==> src/rtl/vx_pe_deserializer_pkg.sv <==
// Shared FPU definitions: exception flag layout used by the PE result deserializer.
package VX_fpu_pkg;

   localparam int FP_FLAGS_BITS = 5;

   typedef struct packed {
      logic nv;
      logic dz;
      logic of;
      logic uf;
      logic nx;
   } fflags_t;

endpackage

==> src/rtl/vx_pe_deser_obuf.sv <==
// Single-entry output register with valid/ready handshake; load may coincide with the
// outgoing handshake so back-to-back responses flow without a bubble.
module vx_pe_deser_obuf #(
   parameter int WIDTH = 8
) (
   input  logic             clk,
   input  logic             reset,
   input  logic             load,
   input  logic [WIDTH-1:0] data_in,
   input  logic             ready_out,
   output logic             valid_out,
   output logic [WIDTH-1:0] data_out
);

   always_ff @(posedge clk) begin
      if (reset) begin
         valid_out <= 1'b0;
         data_out  <= '0;
      end else if (load) begin
         valid_out <= 1'b1;
         data_out  <= data_in;
      end else if (ready_out) begin
         valid_out <= 1'b0;
      end
   end

endmodule

==> src/rtl/vx_pe_deserializer.sv <==
// Reassembles NUM_PES-wide FPU result beats into one NUM_LANES-wide response.
// Optional per-lane exception flag merging is enabled by defining VX_PE_DESER_FFLAGS_EN.
module vx_pe_deserializer
   import VX_fpu_pkg::*;
#(
   parameter int NUM_LANES  = 4,
   parameter int NUM_PES    = 1,
   parameter int DATA_WIDTH = 32,
   parameter int TAG_WIDTH  = 1
) (
   input  logic                                       clk,
   input  logic                                       reset,
   input  logic                                       pe_valid_in,
   output logic                                       pe_ready_in,
   input  logic [NUM_PES*(FP_FLAGS_BITS+DATA_WIDTH)-1:0] pe_data_in,
   input  logic [NUM_LANES-1:0]                       pe_mask_in,
   input  logic [TAG_WIDTH-1:0]                       pe_tag_in,
   output logic                                       valid_out,
   input  logic                                       ready_out,
   output logic [NUM_LANES*DATA_WIDTH-1:0]            result,
   output logic [NUM_LANES-1:0]                       mask_out,
   output logic [TAG_WIDTH-1:0]                       tag_out,
   output logic                                       has_fflags,
   output logic [FP_FLAGS_BITS-1:0]                   fflags
);

   localparam int NUM_BATCHES = (NUM_LANES + NUM_PES - 1) / NUM_PES;
   localparam int CNT_W       = (NUM_BATCHES > 1) ? $clog2(NUM_BATCHES) : 1;
   localparam int SLOT_W      = FP_FLAGS_BITS + DATA_WIDTH;
   localparam int OUT_W       = FP_FLAGS_BITS + TAG_WIDTH + NUM_LANES + NUM_LANES*DATA_WIDTH;
   localparam logic [CNT_W-1:0] LAST_CNT = CNT_W'(NUM_BATCHES - 1);

   logic [CNT_W-1:0]      cnt;
   logic [DATA_WIDTH-1:0] data_buf [NUM_LANES];
   logic [NUM_LANES-1:0]  mask_buf;
   logic [TAG_WIDTH-1:0]  tag_buf;
   logic [DATA_WIDTH-1:0] slot_data [NUM_PES];

   logic                           last_beat;
   logic                           beat_fire;
   logic [NUM_LANES*DATA_WIDTH-1:0] asm_result;
   logic [NUM_LANES-1:0]           asm_mask;
   logic [TAG_WIDTH-1:0]           asm_tag;
   logic [FP_FLAGS_BITS-1:0]       asm_fflags;
   logic [OUT_W-1:0]               obuf_out;

   assign last_beat   = (cnt == LAST_CNT);
   assign pe_ready_in = !reset && (!last_beat || !valid_out || ready_out);
   assign beat_fire   = pe_valid_in && pe_ready_in;

   always_comb begin
      for (int p = 0; p < NUM_PES; p++) begin
         slot_data[p] = pe_data_in[p*SLOT_W +: DATA_WIDTH];
      end
   end

   always_ff @(posedge clk) begin
      if (reset) begin
         cnt      <= '0;
         mask_buf <= '0;
         tag_buf  <= '0;
      end else if (beat_fire) begin
         cnt <= last_beat ? '0 : cnt + CNT_W'(1);
         if (cnt == '0) begin
            mask_buf <= pe_mask_in;
            tag_buf  <= pe_tag_in;
         end
      end
   end

   // Lanes of the current beat come straight from the PEs; earlier lanes from the buffer.
   always_ff @(posedge clk) begin
      if (beat_fire && !last_beat) begin
         for (int i = 0; i < NUM_LANES; i++) begin
            if (i / NUM_PES == int'(cnt)) data_buf[i] <= slot_data[i % NUM_PES];
         end
      end
   end

   always_comb begin
      asm_result = '0;
      for (int i = 0; i < NUM_LANES; i++) begin
         if (i / NUM_PES == int'(cnt)) asm_result[i*DATA_WIDTH +: DATA_WIDTH] = slot_data[i % NUM_PES];
         else                          asm_result[i*DATA_WIDTH +: DATA_WIDTH] = data_buf[i];
      end
      asm_mask = (cnt == '0) ? pe_mask_in : mask_buf;
      asm_tag  = (cnt == '0) ? pe_tag_in  : tag_buf;
   end

`ifdef VX_PE_DESER_FFLAGS_EN
   fflags_t slot_flags [NUM_PES];
   fflags_t flag_buf   [NUM_LANES];

   always_comb begin
      for (int p = 0; p < NUM_PES; p++) begin
         slot_flags[p] = fflags_t'(pe_data_in[p*SLOT_W + DATA_WIDTH +: FP_FLAGS_BITS]);
      end
   end

   always_ff @(posedge clk) begin
      if (beat_fire && !last_beat) begin
         for (int i = 0; i < NUM_LANES; i++) begin
            if (i / NUM_PES == int'(cnt)) flag_buf[i] <= slot_flags[i % NUM_PES];
         end
      end
   end

   always_comb begin
      asm_fflags = '0;
      for (int i = 0; i < NUM_LANES; i++) begin
         if (asm_mask[i]) begin
            if (i / NUM_PES == int'(cnt)) asm_fflags = asm_fflags | slot_flags[i % NUM_PES];
            else                          asm_fflags = asm_fflags | flag_buf[i];
         end
      end
   end

   assign has_fflags = 1'b1;
`else
   logic unused_flag_bits;

   always_comb begin
      unused_flag_bits = 1'b0;
      for (int p = 0; p < NUM_PES; p++) begin
         unused_flag_bits = unused_flag_bits ^ (^pe_data_in[p*SLOT_W + DATA_WIDTH +: FP_FLAGS_BITS]);
      end
   end

   assign asm_fflags = '0;
   assign has_fflags = 1'b0;
`endif

   vx_pe_deser_obuf #(
      .WIDTH (OUT_W)
   ) u_obuf (
      .clk       (clk),
      .reset     (reset),
      .load      (beat_fire && last_beat),
      .data_in   ({asm_fflags, asm_tag, asm_mask, asm_result}),
      .ready_out (ready_out),
      .valid_out (valid_out),
      .data_out  (obuf_out)
   );

   assign {fflags, tag_out, mask_out, result} = obuf_out;

endmodule
==> config.mk <==
export PLATFORM = sky130hd
export DESIGN_NAME = vx_pe_deserializer
export DESIGN_NICKNAME = d
export VERILOG_FILES = /design/src/rtl/vx_pe_deserializer_pkg.sv /design/src/rtl/vx_pe_deser_obuf.sv /design/src/rtl/vx_pe_deserializer.sv
export SDC_FILE = /design/constraint.sdc
export NUM_CORES = 1
export LEC_CHECK = 0
export ABC_AREA = 0
export CORE_AREA = 2 2 136 138
export DETAILED_ROUTE_END_ITERATION = 16
export DIE_AREA = 0 0 138 140
export PLACE_DENSITY = 0.78
export SYNTH_ARGS = -nofsm -noshare
export SYNTH_HDL_FRONTEND = slang
export SYNTH_SLANG_ARGS = --single-unit
==> constraint.sdc <==
create_clock -name clk -period 5.48 [get_ports clk]
set_input_delay 1.644 -clock clk [delete_from_list [all_inputs] [get_ports clk]]
set_output_delay 1.644 -clock clk [all_outputs]
set_load 0.05 [all_outputs]
==> results of run 1 <==
routing by layer:
layer | GRT usage, % | up-vias | share of wire, %
met5 | 0 | - | 0
met3 | 4.171 | 37 | 5.7
met4 | 6.606 | 0 | 3.1
li1 | - | 2336 | -
met2 | 31.03 | 135 | 51
met1 | 20.00 | 2387 | 40
state kept, by name, summed over array words and instances, names as in the netlist:
| signal | cells |
|---|---|
| cnt | 2 |
| u_obuf.valid_out | 1 |
| result | 96 |
| u_obuf.data_out | 37 |
| data_buf | 96 |
| mask_buf | 4 |
| tag_buf | 1 |
cells by family after synthesis:
logic type / count (synthesis)
AND/OR/NAND/NOR: 149
other: 1
buffers and inverters: 41
flip-flops: 237
multiplexers: 144
AO/OA/AOI/OAI: 5
adder cells (fa/ha/maj): 4
Yosys cell counts:
| library cell | instances |
|---|---|
| o32ai_1 | 1 |
| or3b_1 | 1 |
| nand2b_1 | 9 |
| buf_1 | 1 |
| nand2b_4 | 1 |
| buf_2 | 8 |
| conb_1 | 1 |
| inv_1 | 2 |
| ha_1 | 4 |
| nor2_1 | 1 |
| a21boi_0 | 1 |
| mux2i_1 | 11 |
| mux2_2 | 79 |
| a21oi_1 | 3 |
| nor3b_1 | 2 |
| buf_6 | 8 |
| edfxtp_1 | 96 |
| dfxtp_1 | 141 |
| nor2b_1 | 134 |
| nand3b_1 | 1 |
| mux2_4 | 54 |
| clkbuf_1 | 16 |
| buf_4 | 6 |
area by class of cell:
cell class | instances | area [um^2] | share of cell area, %
clock buffer | 41 | 735.7 | 6.430
clock inverter | 3 | 13.76 | 0.1203
inverter | 2 | 7.507 | 0.06562
multi-input combinational | 308 | 2878 | 25.15
sequential | 237 | 5705 | 49.87
tap | 229 | 286.5 | 2.504
timing repair buffer | 182 | 1814 | 15.86
power by group through the flow:
stage / combinational (mW) / sequential, mW / clock [mW]
6_report: 0.180 / 1.89 / 1.53
5_1_grt: 0.192 / 1.89 / 1.64
4_1_cts: 0.183 / 1.89 / 1.57
3_5_place_dp: 0.182 / 1.92 / 0
3_3_place_gp: 0.177 / 1.92 / 0
2_1_floorplan: 0.0762 / 1.95 / 0
stage by stage:
stage / hold slack (ns) / area (um^2)
global route: 0.4833 / 11440
floorplan: 0.4493 / 8810
global placement: 0.4522 / 10690
finish: 0.4672 / 11440
CTS: 0.4716 / 11440
detailed placement: 0.4582 / 10690
path summary, 6_finish.rpt:
| kind | endpoint | slack [ns] | cells past startpoint | from |
|---|---|---|---|---|
| setup / recovery | pe_ready_in | 0.58 | 4 | ready_out |
| hold / removal | result[60]$_SDFFE_PP0P_ | 0.47 | 1 | data_buf[1][28]$_DFFE_PP_ |
| setup reg to reg | result[82]$_SDFFE_PP0P_ | 3.19 | 4 | cnt[0]$_SDFFE_PP0N_ |
| hold reg to reg | result[60]$_SDFFE_PP0P_ | 0.47 | 1 | data_buf[1][28]$_DFFE_PP_ |
==> impl_metrics.py, run 1 <==
metrics = {
    "yosys": {
        "synth_fa_ha_area_share_pct": 0.5693,
        "synth_top_area_cell": "edfxtp_1",
        "synth_top_family_by_area": "multiplexers",
        "synthSimpleGateAreaFrac_pct": 10.73,
        "syn_avg_cell_area_um2": 15.13,
        "synth_cell_types": 23,
        "synth_mux_area_share_pct": 20.59,
        "synth_area_leaders": "edfxtp_1 33%, dfxtp_1 32%, mux2_2 10%, nor2b_1 9.5%, mux2_4 9.2%",
        "synth_cells": 581,
        "synth_compound_area_share_pct": 0.3558,
        "synth_xor_area_share_pct": 0,
        "yosys_warnings": 0,
        "ys_ff_latch": 237,
        "synth_top_area_share_pct": 32.79,
        "synthesis.area_um2": 8791,
        "yosysSeqAreaShare_pct": 64.90,
    },
    "clock_tree": {
        "worstSkewPairLatency_ns": 0.50,
        "clock_sinks": 237,
        "post_cts_resized": 0,
        "cts_root_buf": "clkbuf_16",
        "holdBufCountCts": 0,
        "tritoncts": "done",
        "cts.clk_slew.worst_paths_ns": 0.06,
        "htree_num_levels": 1,
        "clockBufferDepth": 3,
        "numCtsBuffers": 24,
        "cts_setup_buffers": 0,
    },
    "pwr": {
        "peakVddDrop_mv": 0.2462,
        "leakage_nw": 4.528,
        "p_int_mw": 2.850,
        "swShare_pct": 20.68,
        "pwr-share-comb_pct": 5.0,
        "switchingPower_uw": 743.3,
        "clock_power_share_pct": 42.5,
        "p_seq_share_pct": 52.5,
        "total_power_mw": 3.593,
        "power.density_nw_per_um2": 314.1,
    },
    "floorplan": {
        "core-area_um2": 17780,
        "die_h_um": 140,
        "die_w_um": 138,
        "initial_core_util_pct": 49.44,
        "die-area_um2": 19320,
        "pin_count": 187,
        "rows": 49,
    },
    "final_layout": {
        "nets": 805,
        "antennaDiodeCount": 0,
        "syn_to_final_growth_pct": 30.15,
        "final_common_cell": "clkdlybuf4s50_1",
        "final_layout_size_suffix_gt1_share_pct": 23.03,
        "layout_common_cells": "174 x clkdlybuf4s50_1, 141 x dfxtp_1, 134 x nor2b_1",
        "fillers": 1286,
        "final_util_pct": 64.35,
        "fin_cells": 1002,
    },
    "worst_setup_path": {
        "cp_data_arrival_time_ns": 3.26,
        "slowest_stage": "clkdlybuf4s50_1",
        "cp-start-kind": "input pin",
        "crit_type": "input pin to primary output",
        "path_cells": "clkdlybuf4s50_1, nor2b_1, a21oi_1, clkdlybuf4s50_1",
        "crit_fanout": 4,
        "cp_common_cell": "clkdlybuf4s50_1",
        "crit_family": "buffers and inverters",
        "max_stage_delay_ns": 0.83,
        "worst_ep_required_time_ns": 3.84,
        "end_kind": "primary output",
        "timing.critical_path.buf_inv": 2,
    },
    "route": {
        "drt_iter0_drc": 161,
        "drt-total-wl_um": 17110,
        "drc": 0,
        "via_count": 4895,
        "drtAntennaViolNets": 0,
        "drt_first_pass_iters": 4,
        "avgRoutedWirePerCell_um": 17.08,
        "routed_via_density": 4.885,
    },
    "grt": {
        "antenna_found_initial": 0,
        "grt_usage_pct": 17.26,
        "grt_overflow": 0,
        "grt_pass1_wl_um": 27180,
        "grt_pass1_vias": 5220,
        "grt_max_degree": 77,
    },
    "place": {
        "place_ws_ns": 0.5798,
        "place_hpwl_um": 11030,
        "dp.cells": 958,
        "port_buffers": 175,
        "gp_congestion": 0.7420,
    },
    "timing": {
        "tightest_slew_ns": 1.127,
        "finalWorstSetupSlack_ns": 0.5795,
        "fmax_mhz": 204.1,
        "hold_viol": 0,
        "finalCritPeriodShare_pct": 89.43,
        "period_needed_ns": 4.901,
        "fin_tns_setup_ns": 0,
        "slew_headroom_pct": 24.67,
        "rsz0062_at_grt": "no",
        "report.final.slew_viol_count": 0,
        "setup_viol": 0,
        "fin_skew_ns": 0.008042,
    },
    "flow_run": {
        "maxCapViolCount": 0,
    },
    "run_status": {
        "status": "completed",
    },
    "worst_hold_path": {
        "hold_path_class": "register to register",
    },
}
No activity file was read; power rests on OpenSTA's default activity.
==> run 2: changes to the inputs <==
--- a/config.mk
+++ b/config.mk
@@ -10,6 +10,7 @@
 export DETAILED_ROUTE_END_ITERATION = 16
 export DIE_AREA = 0 0 138 140
 export PLACE_DENSITY = 0.78
+export SLEW_MARGIN = 20
 export SYNTH_ARGS = -nofsm -noshare
 export SYNTH_HDL_FRONTEND = slang
 export SYNTH_SLANG_ARGS = --single-unit
==> run 2 against run 1 <==
  * First-iteration DRC count decreased by 13%
  * Power hardly changed
  * Via count down 0.27%
  * Worst hold slack got worse by 0.00087 ns
  * Core utilization rose by 0.15 points
  * Non-clock buffer count rose by 1
  * Sequential cell count unchanged
  * Clock skew increased by 0.00093 ns
  * Combinational power grew 2%
  * Fmax about the same
  * Design area increased by 0.24%
  * Sequential share of layout area decreased by 0.12 points
  * Critical path type unchanged
  * Critical endpoint unchanged
==> impl_metrics.py, run 2 (same netlist as run 1, synthesis figures left out) <==
metrics = {
    "worst_setup_path": {
        "r2r_cells": 4,
        "crit-reg2reg-launch": "cnt[0]$_SDFFE_PP0N_",
        "path_cells": "clkdlybuf4s50_1, nor2b_1, a21oi_1, clkdlybuf4s50_1",
        "cp_data_arrival_time_ns": 3.26,
        "cp_common_cell": "clkdlybuf4s50_1",
        "worst_ep_required_time_ns": 3.84,
        "regToRegSetupSlack_ns": 3.18,
        "cp-start-kind": "input pin",
        "crit_type": "input pin to primary output",
        "reg2reg_to": "result[82]$_SDFFE_PP0P_",
        "slowest_stage": "clkdlybuf4s50_1",
        "crit_fanout": 4,
        "max_stage_delay_ns": 0.83,
        "end_kind": "primary output",
    },
    "floorplan": {
        "die_w_um": 138,
        "die_h_um": 140,
        "initial_core_util_pct": 49.44,
        "core-area_um2": 17780,
        "die-area_um2": 19320,
        "pin_count": 187,
        "rows": 49,
    },
    "pwr": {
        "p_seq_share_pct": 52.4,
        "power.density_nw_per_um2": 313.6,
        "p_int_mw": 2.853,
        "pwr-share-comb_pct": 5.1,
        "peakVddDrop_mv": 0.2462,
        "clock_power_share_pct": 42.5,
        "switchingPower_uw": 744.0,
        "swShare_pct": 20.69,
        "leakage_nw": 4.540,
    },
    "final_layout": {
        "final-seq-area_um2": 5705,
        "nets": 806,
        "final_layout_size_suffix_gt1_share_pct": 23.13,
        "layout_common_cells": "174 x clkdlybuf4s50_1, 141 x dfxtp_1, 134 x nor2b_1",
        "syn_to_final_growth_pct": 30.46,
        "fin_area_um2": 11470,
        "multiInputGateArea_um2": 2878,
        "final_common_cell": "clkdlybuf4s50_1",
        "fillers": 1284,
        "final_util_pct": 64.50,
        "antennaDiodeCount": 0,
    },
    "grt": {
        "grt_pass1_vias": 5220,
        "antenna_found_initial": 0,
        "busiest_layer": "met2",
        "met3_usage_pct": 4.171,
        "grt_pass1_wl_um": 27180,
        "grt.met2_usage_pct": 31.03,
        "grt_usage_pct": 17.26,
        "grt_max_degree": 77,
        "grt_overflow": 0,
        "grtUsageMet1_pct": 20.00,
    },
    "worst_hold_path": {
        "hold_depth": 1,
        "hold_path_class": "register to register",
        "min_from": "data_buf[1][1]$_DFFE_PP_",
        "min_to": "result[33]$_SDFFE_PP0P_",
    },
    "clock_tree": {
        "cts_setup_buffers": 0,
        "cts.clk_slew.worst_paths_ns": 0.06,
        "post_cts_resized": 0,
        "worstSkewPairLatency_ns": 0.50,
        "numCtsBuffers": 24,
        "cts_root_buf": "clkbuf_16",
        "htree_num_levels": 1,
        "clock_sinks": 237,
        "tritoncts": "done",
        "holdBufCountCts": 0,
        "clockBufferDepth": 3,
    },
    "place": {
        "place_hpwl_um": 11030,
        "postPlaceCellArea_um2": 10690,
        "gp_congestion": 0.7420,
        "port_buffers": 175,
    },
    "route": {
        "drt_first_pass_iters": 4,
        "drc": 0,
        "drt_iter0_drc": 140,
        "avgRoutedWirePerCell_um": 17.08,
        "drt-total-wl_um": 17130,
        "via_count": 4882,
        "drtAntennaViolNets": 0,
        "routed_via_density": 4.867,
    },
    "flow_run": {
        "maxCapViolCount": 0,
    },
    "timing": {
        "rsz0062_at_grt": "no",
        "setup_viol": 0,
        "period_needed_ns": 4.900,
        "holdWs_ns": 0.4664,
        "slew_headroom_pct": 39.97,
        "finalCritPeriodShare_pct": 89.42,
        "fin_tns_setup_ns": 0,
        "tightest_slew_ns": 0.9005,
        "report.final.slew_viol_count": 0,
        "fin_skew_ns": 0.008973,
        "fmax_mhz": 204.1,
        "hold_viol": 0,
    },
    "run_status": {
        "status": "completed",
    },
}
## run 2: changes by cell type in the layout (fill, tap and decap cells not counted)
cell    delta
buf_16     +1
## run 2: stage by stage
stage / std cells / power (mW) / setup slack, ns
2_1_floorplan: 586 / 2.029 / 0.7150
3_3_place_gp: 958 / 2.098 / 0.6097
3_5_place_dp: 958 / 2.106 / 0.5798
4_1_cts: 1002 / 3.643 / 0.5730
5_1_grt: 1003 / 3.724 / 0.5479
6_report: 1003 / 3.597 / 0.5798
## run 2: how the worst max path moves through the flow
stage                                           to  cells past startpoint  slack (ns)      start
after floorplan           data_buf[2][0]$_DFFE_PP_                      3        0.72      reset
after global placement                 pe_ready_in                      4        0.61  ready_out
after detailed placement               pe_ready_in                      4        0.58  ready_out
after CTS                              pe_ready_in                      4        0.57  ready_out
after global routing                   pe_ready_in                      4        0.55  ready_out
final                                  pe_ready_in                      4        0.58  ready_out
## run 2: layout make-up
| cell class | count | area share [%] |
|---|---|---|
| clock buffer | 41 | 6.415 |
| sequential | 237 | 49.75 |
| timing repair buffer | 183 | 16.06 |
| multi-input combinational | 308 | 25.09 |
| tap | 229 | 2.498 |
| inverter | 2 | 0.06546 |
| clock inverter | 3 | 0.1200 |
## run 2: critical path, delay by kind of cell
| kind | cells | cell delay [ns] |
|---|---|---|
| AO/OA/AOI/OAI | 1 | 0.20 |
| buffers and inverters | 2 | 1.32 |
| AND/OR/NAND/NOR | 1 | 0.09 |
## run 2: per-layer routing
metal	wire, um	part of all wire, %	up-vias
met5	0	0	-
met4	561	3.3	0
met3	970	5.7	39
met2	8679	51	133
met1	6918	40	2375
li1	-	-	2335
## run 2: power groups by stage
stage          sequential [mW]  clock, mW  combinational, mW
2_1_floorplan             1.95          0             0.0762
3_3_place_gp              1.92          0              0.177
3_5_place_dp              1.92          0              0.182
5_1_grt                   1.89       1.64              0.196
4_1_cts                   1.89       1.57              0.183
6_report                  1.89       1.53              0.184
==> run 3: changes to the inputs <==
--- a/config.mk
+++ b/config.mk
@@ -9,7 +9,8 @@
 export CORE_AREA = 2 2 136 138
 export DETAILED_ROUTE_END_ITERATION = 16
 export DIE_AREA = 0 0 138 140
-export PLACE_DENSITY = 0.78
+export GPL_ROUTABILITY_DRIVEN = 0
+export PLACE_DENSITY = 0.8
 export SLEW_MARGIN = 20
 export SYNTH_ARGS = -nofsm -noshare
 export SYNTH_HDL_FRONTEND = slang
==> run 3 against run 2 <==
  * Routed wire length rose by 3.2%
  * Final cell count is 0.50% higher
  * Die area unchanged
  * Critical endpoint unchanged
  * Sequential power is essentially flat
  * Critical path type unchanged
  * Worst hold slack better by 0.00098 ns
  * Register-to-register slack worse by 0.21 ns
  * Largest cell class unchanged
  * Design area rose by 1.2%
  * Clock power up 12%
  * Clock skew up 0.0091 ns
  * Global-route usage up 0.49 points
==> impl_metrics.py, run 3 (same netlist as run 1, synthesis figures left out) <==
metrics = {
    "grt": {
        "antenna_found_initial": 0,
        "grt.met2_usage_pct": 32.23,
        "grt_max_degree": 84,
        "grt_usage_pct": 17.75,
        "grt_pass1_vias": 5396,
        "busiest_layer": "met2",
        "grtUsageMet1_pct": 20.57,
        "grt_pass1_wl_um": 27960,
        "met3_usage_pct": 4.376,
        "grt_overflow": 0,
    },
    "final_layout": {
        "antennaDiodeCount": 0,
        "fin_area_um2": 11600,
        "layout_common_cells": "174 x clkdlybuf4s50_1, 141 x dfxtp_1, 134 x nor2b_1",
        "syn_to_final_growth_pct": 32.00,
        "final_layout_size_suffix_gt1_share_pct": 24.52,
        "nets": 811,
        "final_common_cell": "clkdlybuf4s50_1",
    },
    "floorplan": {
        "die_h_um": 140,
        "rows": 49,
        "initial_core_util_pct": 49.44,
        "die_w_um": 138,
        "core-area_um2": 17780,
        "die-area_um2": 19320,
        "pin_count": 187,
    },
    "worst_setup_path": {
        "end_kind": "primary output",
        "cp_data_arrival_time_ns": 3.25,
        "regToRegSetupSlack_ns": 2.97,
        "max_stage_delay_ns": 0.83,
        "cp_common_cell": "clkdlybuf4s50_1",
        "path_cells": "clkdlybuf4s50_1, nor2b_1, a21oi_1, clkdlybuf4s50_1",
        "crit_fanout": 4,
        "crit_type": "input pin to primary output",
        "slowest_stage": "clkdlybuf4s50_1",
        "cp-start-kind": "input pin",
        "worst_ep_required_time_ns": 3.84,
    },
    "clock_tree": {
        "htree_num_levels": 1,
        "cts_setup_buffers": 0,
        "numCtsBuffers": 25,
        "clock_sinks": 237,
        "cts_root_buf": "clkbuf_16",
        "clockBufferDepth": 3,
        "holdBufCountCts": 0,
        "tritoncts": "done",
        "cts.clk_slew.worst_paths_ns": 0.06,
        "post_cts_resized": 0,
        "worstSkewPairLatency_ns": 0.51,
    },
    "route": {
        "routed_via_density": 4.910,
        "drt_first_pass_iters": 6,
        "drc": 0,
        "drt_iter0_drc": 188,
        "via_count": 4949,
        "avgRoutedWirePerCell_um": 17.53,
        "drtAntennaViolNets": 0,
        "drt-total-wl_um": 17670,
    },
    "pwr": {
        "peakVddDrop_mv": 0.2897,
        "power.density_nw_per_um2": 326.0,
        "total_power_mw": 3.783,
        "swShare_pct": 20.72,
        "clock_power_share_pct": 45.3,
        "leakage_nw": 4.616,
        "switchingPower_uw": 783.8,
        "p_int_mw": 2.999,
        "p_seq_share_pct": 49.8,
        "pwr-share-comb_pct": 4.9,
    },
    "timing": {
        "tightest_slew_ns": 0.9641,
        "finalCritPeriodShare_pct": 89.39,
        "period_needed_ns": 4.898,
        "report.final.slew_viol_count": 0,
        "rsz0062_at_grt": "no",
        "setup_viol": 0,
        "hold_viol": 0,
        "fin_tns_setup_ns": 0,
        "fin_skew_ns": 0.01809,
        "slew_headroom_pct": 35.73,
        "fmax_mhz": 204.1,
    },
    "flow_run": {
        "maxCapViolCount": 0,
    },
    "place": {
        "postPlaceCellArea_um2": 10720,
        "port_buffers": 175,
        "place_hpwl_um": 11090,
    },
    "worst_hold_path": {
        "hold_path_class": "register to register",
    },
    "run_status": {
        "status": "completed",
    },
}
-- run 3: stage by stage --
step | hold WS [ns] | util, % | cells | worst slack [ns]
final | 0.4674 | 65.26 | 1008 | 0.5815
after global routing | 0.4740 | 65.26 | 1008 | 0.5323
after CTS | 0.4709 | 65.11 | 1007 | 0.5944
after detailed placement | 0.4592 | 60.30 | 962 | 0.5955
after global placement | 0.4504 | 60.30 | 962 | 0.5799
after floorplan | 0.4493 | - | 586 | 0.7150
-- run 3: final timing paths --
kind / startpoint / end / cells past startpoint
max reg2reg: cnt[0]$_SDFFE_PP0N_ / u_obuf.data_out[110]$_SDFFE_PP0P_ / 4
max: ready_out / pe_ready_in / 4
min: data_buf[2][10]$_DFFE_PP_ / result[74]$_SDFFE_PP0P_ / 1
min reg2reg: data_buf[2][10]$_DFFE_PP_ / result[74]$_SDFFE_PP0P_ / 1
-- run 3: final cells by class --
| cell class | instances | area [um^2] |
|---|---|---|
| multi-input combinational | 308 | 2878 |
| clock buffer | 37 | 762.0 |
| fill | 1270 | 6176 |
| inverter | 2 | 7.507 |
| sequential | 237 | 5705 |
| tap | 229 | 286.5 |
| clock inverter | 8 | 92.59 |
| timing repair buffer | 187 | 1872 |
-- run 3: power by group through the flow --
stage | Sequential, mW | Clock [mW] | Combinational (mW)
6_report | 1.89 | 1.71 | 0.186
5_1_grt | 1.89 | 1.82 | 0.197
4_1_cts | 1.89 | 1.75 | 0.184
3_5_place_dp | 1.92 | 0 | 0.183
3_3_place_gp | 1.92 | 0 | 0.178
2_1_floorplan | 1.95 | 0 | 0.0762
-- run 3: layer usage --
metal,up-vias,routed length [um]
li1,2347,-
met1,2418,7342
met2,144,8881
met3,40,912
met4,0,533
met5,-,0
-- run 3: critical path, delay by kind of cell --
family | cells | cell delay (ns)
AOI/OAI and AO/OA | 1 | 0.20
buffers and inverters | 2 | 1.32
and+or+nand+nor | 1 | 0.09
